## src/rtl/rca_share_ctrl.sv

```systemverilog
// Nibble-serial adder shared between two requesters through one 4-bit ripple-carry chain.
// Define RCA_SHARE_B2B_EN to grant a pending request in the done cycle (back-to-back ops).

module rca_share_add4 (
  input  logic [3:0] a,
  input  logic [3:0] b,
  input  logic       ci,
  output logic [3:0] s,
  output logic       c3,
  output logic       co
);
  logic [4:0] c;

  assign c[0] = ci;

  for (genvar i = 0; i < 4; i++) begin : g_fa
    assign s[i]   = a[i] ^ b[i] ^ c[i];
    assign c[i+1] = (a[i] & b[i]) | (a[i] & c[i]) | (b[i] & c[i]);
  end

  assign c3 = c[3];
  assign co = c[4];
endmodule

module rca_share_ctrl #(
  parameter int NIBBLES = 4
) (
  input  logic                 clk,
  input  logic                 rst_n,
  input  logic                 req0,
  input  logic [4*NIBBLES-1:0] a0,
  input  logic [4*NIBBLES-1:0] b0,
  input  logic                 cin0,
  input  logic                 req1,
  input  logic [4*NIBBLES-1:0] a1,
  input  logic [4*NIBBLES-1:0] b1,
  input  logic                 cin1,
  output logic                 gnt0,
  output logic                 gnt1,
  output logic                 busy,
  output logic                 done,
  output logic                 owner,
  output logic [4*NIBBLES-1:0] sum,
  output logic                 cout,
  output logic                 ovf
);
  localparam int W     = 4 * NIBBLES;
  localparam int IDX_W = (NIBBLES > 1) ? $clog2(NIBBLES) : 1;

  typedef enum logic [1:0] {IDLE, RUN, DONE} state_t;

  state_t             state, state_nxt;
  logic               ptr;
  logic [IDX_W-1:0]   idx;
  logic               carry;
  logic [W-1:0]       op_a, op_b;
  logic               take, win, last;
  logic [3:0]         nib_a, nib_b, add_s;
  logic               add_c3, add_co;
`ifdef RCA_SHARE_B2B_EN
  logic               pend;
  logic               pend_owner;
`endif

  rca_share_add4 u_add4 (
    .a  (nib_a),
    .b  (nib_b),
    .ci (carry),
    .s  (add_s),
    .c3 (add_c3),
    .co (add_co)
  );

  always_comb begin
    nib_a     = op_a[4*int'(idx) +: 4];
    nib_b     = op_b[4*int'(idx) +: 4];
    last      = (idx == IDX_W'(NIBBLES - 1));
    win       = (req0 & req1) ? ptr : ~req0;
    take      = 1'b0;
    state_nxt = state;
    case (state)
      IDLE: begin
        if (req0 | req1) begin
          take      = 1'b1;
          state_nxt = RUN;
        end
      end
      RUN: begin
        if (last) begin
          state_nxt = DONE;
`ifdef RCA_SHARE_B2B_EN
          // Granting on the final nibble edge lets gnt appear alongside done.
          take = req0 | req1;
`endif
        end
      end
      DONE: begin
        state_nxt = IDLE;
`ifdef RCA_SHARE_B2B_EN
        if (pend) state_nxt = RUN;
`endif
      end
      default: state_nxt = IDLE;
    endcase
  end

  always_ff @(posedge clk or negedge rst_n) begin
    if (!rst_n) state <= IDLE;
    else        state <= state_nxt;
  end

  // Operand capture: only meaningful once granted, so no reset.
  always_ff @(posedge clk) begin
    if (take) begin
      op_a <= win ? a1 : a0;
      op_b <= win ? b1 : b0;
    end
  end

  always_ff @(posedge clk or negedge rst_n) begin
    if (!rst_n) begin
      ptr   <= 1'b0;
      idx   <= '0;
      carry <= 1'b0;
      gnt0  <= 1'b0;
      gnt1  <= 1'b0;
      busy  <= 1'b0;
      done  <= 1'b0;
      owner <= 1'b0;
      sum   <= '0;
      cout  <= 1'b0;
      ovf   <= 1'b0;
`ifdef RCA_SHARE_B2B_EN
      pend       <= 1'b0;
      pend_owner <= 1'b0;
`endif
    end else begin
      gnt0 <= 1'b0;
      gnt1 <= 1'b0;
      done <= 1'b0;
      busy <= (state_nxt != IDLE);

      case (state)
        RUN: begin
          sum[4*int'(idx) +: 4] <= add_s;
          carry                 <= add_co;
          idx                   <= idx + 1'b1;
          if (last) begin
            cout <= add_co;
            ovf  <= add_c3 ^ add_co;
            done <= 1'b1;
            idx  <= '0;
          end
        end
`ifdef RCA_SHARE_B2B_EN
        DONE: begin
          // Result registers switch to the new op only after the done cycle.
          if (pend) begin
            owner <= pend_owner;
            sum   <= '0;
            pend  <= 1'b0;
          end
        end
`endif
        default: ;
      endcase

      if (take) begin
        carry <= win ? cin1 : cin0;
        gnt0  <= ~win;
        gnt1  <= win;
        ptr   <= ~win;
        if (state == IDLE) begin
          owner <= win;
          sum   <= '0;
          idx   <= '0;
        end
`ifdef RCA_SHARE_B2B_EN
        else begin
          pend       <= 1'b1;
          pend_owner <= win;
        end
`endif
      end
    end
  end
endmodule

```

## config.mk

```make
export PLATFORM = sky130hd
export DESIGN_NAME = rca_share_ctrl
export DESIGN_NICKNAME = d
export VERILOG_FILES = /design/src/rtl/rca_share_ctrl.sv
export SDC_FILE = /design/constraint.sdc
export NUM_CORES = 1
export LEC_CHECK = 0
export ABC_AREA = 1
export BUFFER_PORTS_ARGS = -buffer_cell sky130_fd_sc_hd__buf_2
export CAP_MARGIN = 25
export CORE_ASPECT_RATIO = 2
export CORE_MARGIN = 4
export CORE_UTILIZATION = 55
export CTS_CLUSTER_SIZE = 16
export DETAILED_ROUTE_END_ITERATION = 8
export PLACE_DENSITY = 0.95
export RECOVER_POWER = 100
export SLEW_MARGIN = 20
export SYNTH_ARGS = -nofsm -noshare
export SYNTH_HDL_FRONTEND = slang
export SYNTH_HIERARCHICAL = 1
export SYNTH_SLANG_ARGS = --single-unit
```

## constraint.sdc

```tcl
create_clock -name clk -period 4.5 [get_ports clk]
set_input_delay 0.45 -clock clk [delete_from_list [all_inputs] [get_ports clk]]
set_output_delay 0.45 -clock clk [all_outputs]
set_load 0.1 [all_outputs]
```

==> results.sh <==
export IMPL_outcome="completed"
export IMPL_r2r_end="sum[15]"
export IMPL_critPathMaxFanout=25
export IMPL_grt_use_total=0.2174
export IMPL_first_pass_iters=4
export IMPL_crit_slowest_cell="dfrtp_1"
export IMPL_cts_tree="built"
export IMPL_synth_top_area_cell="edfxtp_1"
export IMPL_cts_hold_buf=0
export IMPL_clockBufferDepth=2
export IMPL_start_kind="flop"
export IMPL_antenna_found_initial=0
export IMPL_die_h_um=114.8
export IMPL_dr_wl_met3_um=376
export IMPL_grt_pass1_wl_mm=10.98
export IMPL_ys_seq_area_frac=0.5379
export IMPL_rows=38
export IMPL_dp_hpwl_mm=5.245
export IMPL_grt_max_degree=51
export IMPL_hold_viol_final=0
export IMPL_antenna_cells=0
export IMPL_dp_cells=490
export IMPL_crit_type="reg -> reg"
export IMPL_cts_root_buffer="clkbuf_8"
export IMPL_clock_latency_ns=0.35
export IMPL_postCtsResizedCells=0
export IMPL_cts_max_level=3
export IMPL_r2r_start="idx[0]"
export IMPL_cellPowerDensity_mw_per_mm2=753.5
export IMPL_netlist_area_leader_share=0.3065
export IMPL_worst_hold_path_type="in -> reg"
export IMPL_syn_nets=430
export IMPL_io_buffer_count=92
export IMPL_synth_cell_types=27
export IMPL_cts_setup_buffers=0
export IMPL_design_area_mm2=0.003661
export IMPL_cp_end_kind="flop"
export IMPL_hp_start="b0[0]"
export IMPL_holdPathStages=3
export IMPL_r2r_slack_ns=0.70
export IMPL_slew_viol_final=0
export IMPL_crit_required_ns=4.76
export IMPL_hold_path_end="op_b[0]"
export IMPL_dr_total_vias=2626
export IMPL_cp_cell_sequence="inv_1 -> o21ai_0 -> o22ai_1 -> inv_1 -> fa_1 -> inv_1 -> fa_1 -> fa_1 -> inv_1 -> fa_1 -> inv_1 -> nand2_1 -> nor2_1 -> nand2_1 -> a21oi_1"
export IMPL_finalWirelength_mm=6.890
export IMPL_cp_data_arrival_time_ns=4.05
export IMPL_cpPeakStageDelay_ns=0.72
export IMPL_peakVddDrop_uv=658.7
export IMPL_stdcell_count=506
export IMPL_netlist_area_mm2=0.003136
export IMPL_core_area_mm2=0.005468
export IMPL_holdWs_ns=0.3666
export IMPL_grt_overflow_total=0
export IMPL_p_leak_uw=0.001800
export IMPL_first_global_vias=2558
export IMPL_clk_pin_slew_ns=0.06
export IMPL_via_per_inst=5.190
export IMPL_setup_violations=0
export IMPL_worstMarginPinSlew_ns=1.483
export IMPL_cts_sinks=61
export IMPL_drive_gt1_frac=0.1951
export IMPL_drt_iter0_drc=99
export IMPL_syn2layout_area_growth_pct=16.76
export IMPL_rsz0062_at_grt="false"
export IMPL_yosysWarnings=6
export IMPL_cap_violations=0
export IMPL_cp_common_cell="inv_1"
export IMPL_placed_area_mm2=0.003583
export IMPL_maxUsedRoutingLayer="met4"
export IMPL_period_needed_ns=3.795
export IMPL_io_pins=93
export IMPL_die_area_mm2=0.007046
export IMPL_fmax_mhz=263.5
export IMPL_fin_nets=521
export IMPL_cts_buffers=9
export IMPL_skew_ns=0.006908
export IMPL_crit_start="idx[0]"
export IMPL_relSlewSlack=0.01124
export IMPL_yosys_register_bits=61
export IMPL_netlist_instances=350
export IMPL_drtAntennaViolNets=0
export IMPL_dieWidth_um=61.39
export IMPL_rr_worst_depth=15
export IMPL_final_setup_tns_ns=0
export IMPL_dr_wl_met2_mm=3.910
export IMPL_syn_area_per_cell_um2=8.959
export IMPL_yosys_top_cells_area="edfxtp_1 (31%), dfrtp_1 (23%), nand2_1 (18%)"
export IMPL_drt_met1_wl_mm=2.291
export IMPL_start_util=0.5735
export IMPL_avgRoutedWirePerCell_um=13.62
export IMPL_finalCritPeriodShare=0.8434
export IMPL_gp_routability_congestion=0.8675
export IMPL_post_route_drc_count=0
## cells in the mapped netlist
library cell / count
inv_1: 23
buf_4: 4
buf_6: 3
nor3_1: 1
fa_1: 4
inv_4: 1
nor2_1: 26
a21oi_2: 9
clkbuf_1: 1
nand2_1: 147
o21ai_0: 21
inv_2: 2
inv_6: 1
a21oi_1: 9
buf_2: 4
nand3_1: 5
nor2_4: 4
o21ai_1: 1
dfrtp_1: 29
xor2_1: 1
ha_1: 6
o21ai_4: 1
o22ai_1: 8
nand4_1: 2
nand2_2: 1
edfxtp_1: 32
nand2_4: 4
## state kept, by name (all words and copies together) (netlist names)
signal	cells
busy	1
carry	1
cout	1
done	1
gnt0	1
gnt1	1
idx	2
op_a	16
op_b	16
ovf	1
owner	1
ptr	1
state	2
sum	16
## power by group
group	switching, µW	internal [µW]
Sequential	101	792
Clock	198	193
Combinational	1120	352
Total	1420	1340
## area by class of cell
class                           count  area [µm²]
Clock buffer                       12       135.1
Clock inverter                      4       15.01
Fill cell                         495        1807
Inverter                           27       108.9
Multi-Input combinational cell    250        1212
Sequential cell                    61        1687
Tap cell                           60       75.07
Timing Repair Buffer               92       427.9
## worst max-delay path, delay by kind of cell, from the launching register on
kind	cells	cell delay [ns]
fa+ha+maj	4	1.37
buf+inv	5	0.82
flops	1	0.72
compound gates	3	0.52
simple gates	3	0.28
## kinds of logic after synthesis
logic type      share of synthesized area
buf+inv                           0.06265
compound gates                    0.09577
xor+xnor                         0.002794
simple gates                       0.2514
fa+ha+maj                         0.04948
flops                              0.5379
## how the worst max path moves through the flow
stage                         end  slack [ns]  depth (start not counted)
after floorplan            sum[7]        1.59                         16
after global placement     sum[7]        1.06                         15
after detailed placement   sum[7]        0.95                         15
after CTS                  sum[7]        0.93                         15
after global routing       sum[7]        0.29                         15
final                     sum[15]        0.70                         15
## stage by stage
stage                       util  power [µW]  worst slack [ns]
after floorplan                -        2119             1.595
after global placement    0.6554        2364             1.062
after detailed placement  0.6554        2416            0.9485
after CTS                 0.6828        2808            0.9324
final                     0.6696        2759            0.7048
after global routing      0.6696        2978            0.2946
## cells in the final DEF, fill, tap and decap left out, types with 4 or more instances in the layout
master / instances
nand2_1: 148
buf_2: 66
edfxtp_1: 32
dfrtp_1: 29
clkbuf_1: 29
nor2_1: 26
inv_1: 25
o21ai_0: 22
a21oi_1: 16
clkbuf_8: 9
o22ai_1: 8
ha_1: 6
nand3_1: 5
nand2_4: 4
nor2_4: 4
clkinv_1: 4
fa_1: 4
## per-layer routing
layer	track usage	up-vias
met3	0.05843	25
met4	0.1402	0
li1	-	1303
met5	0	-
met1	0.2075	1204
met2	0.3847	94
Power figures use the tool's default switching activity.
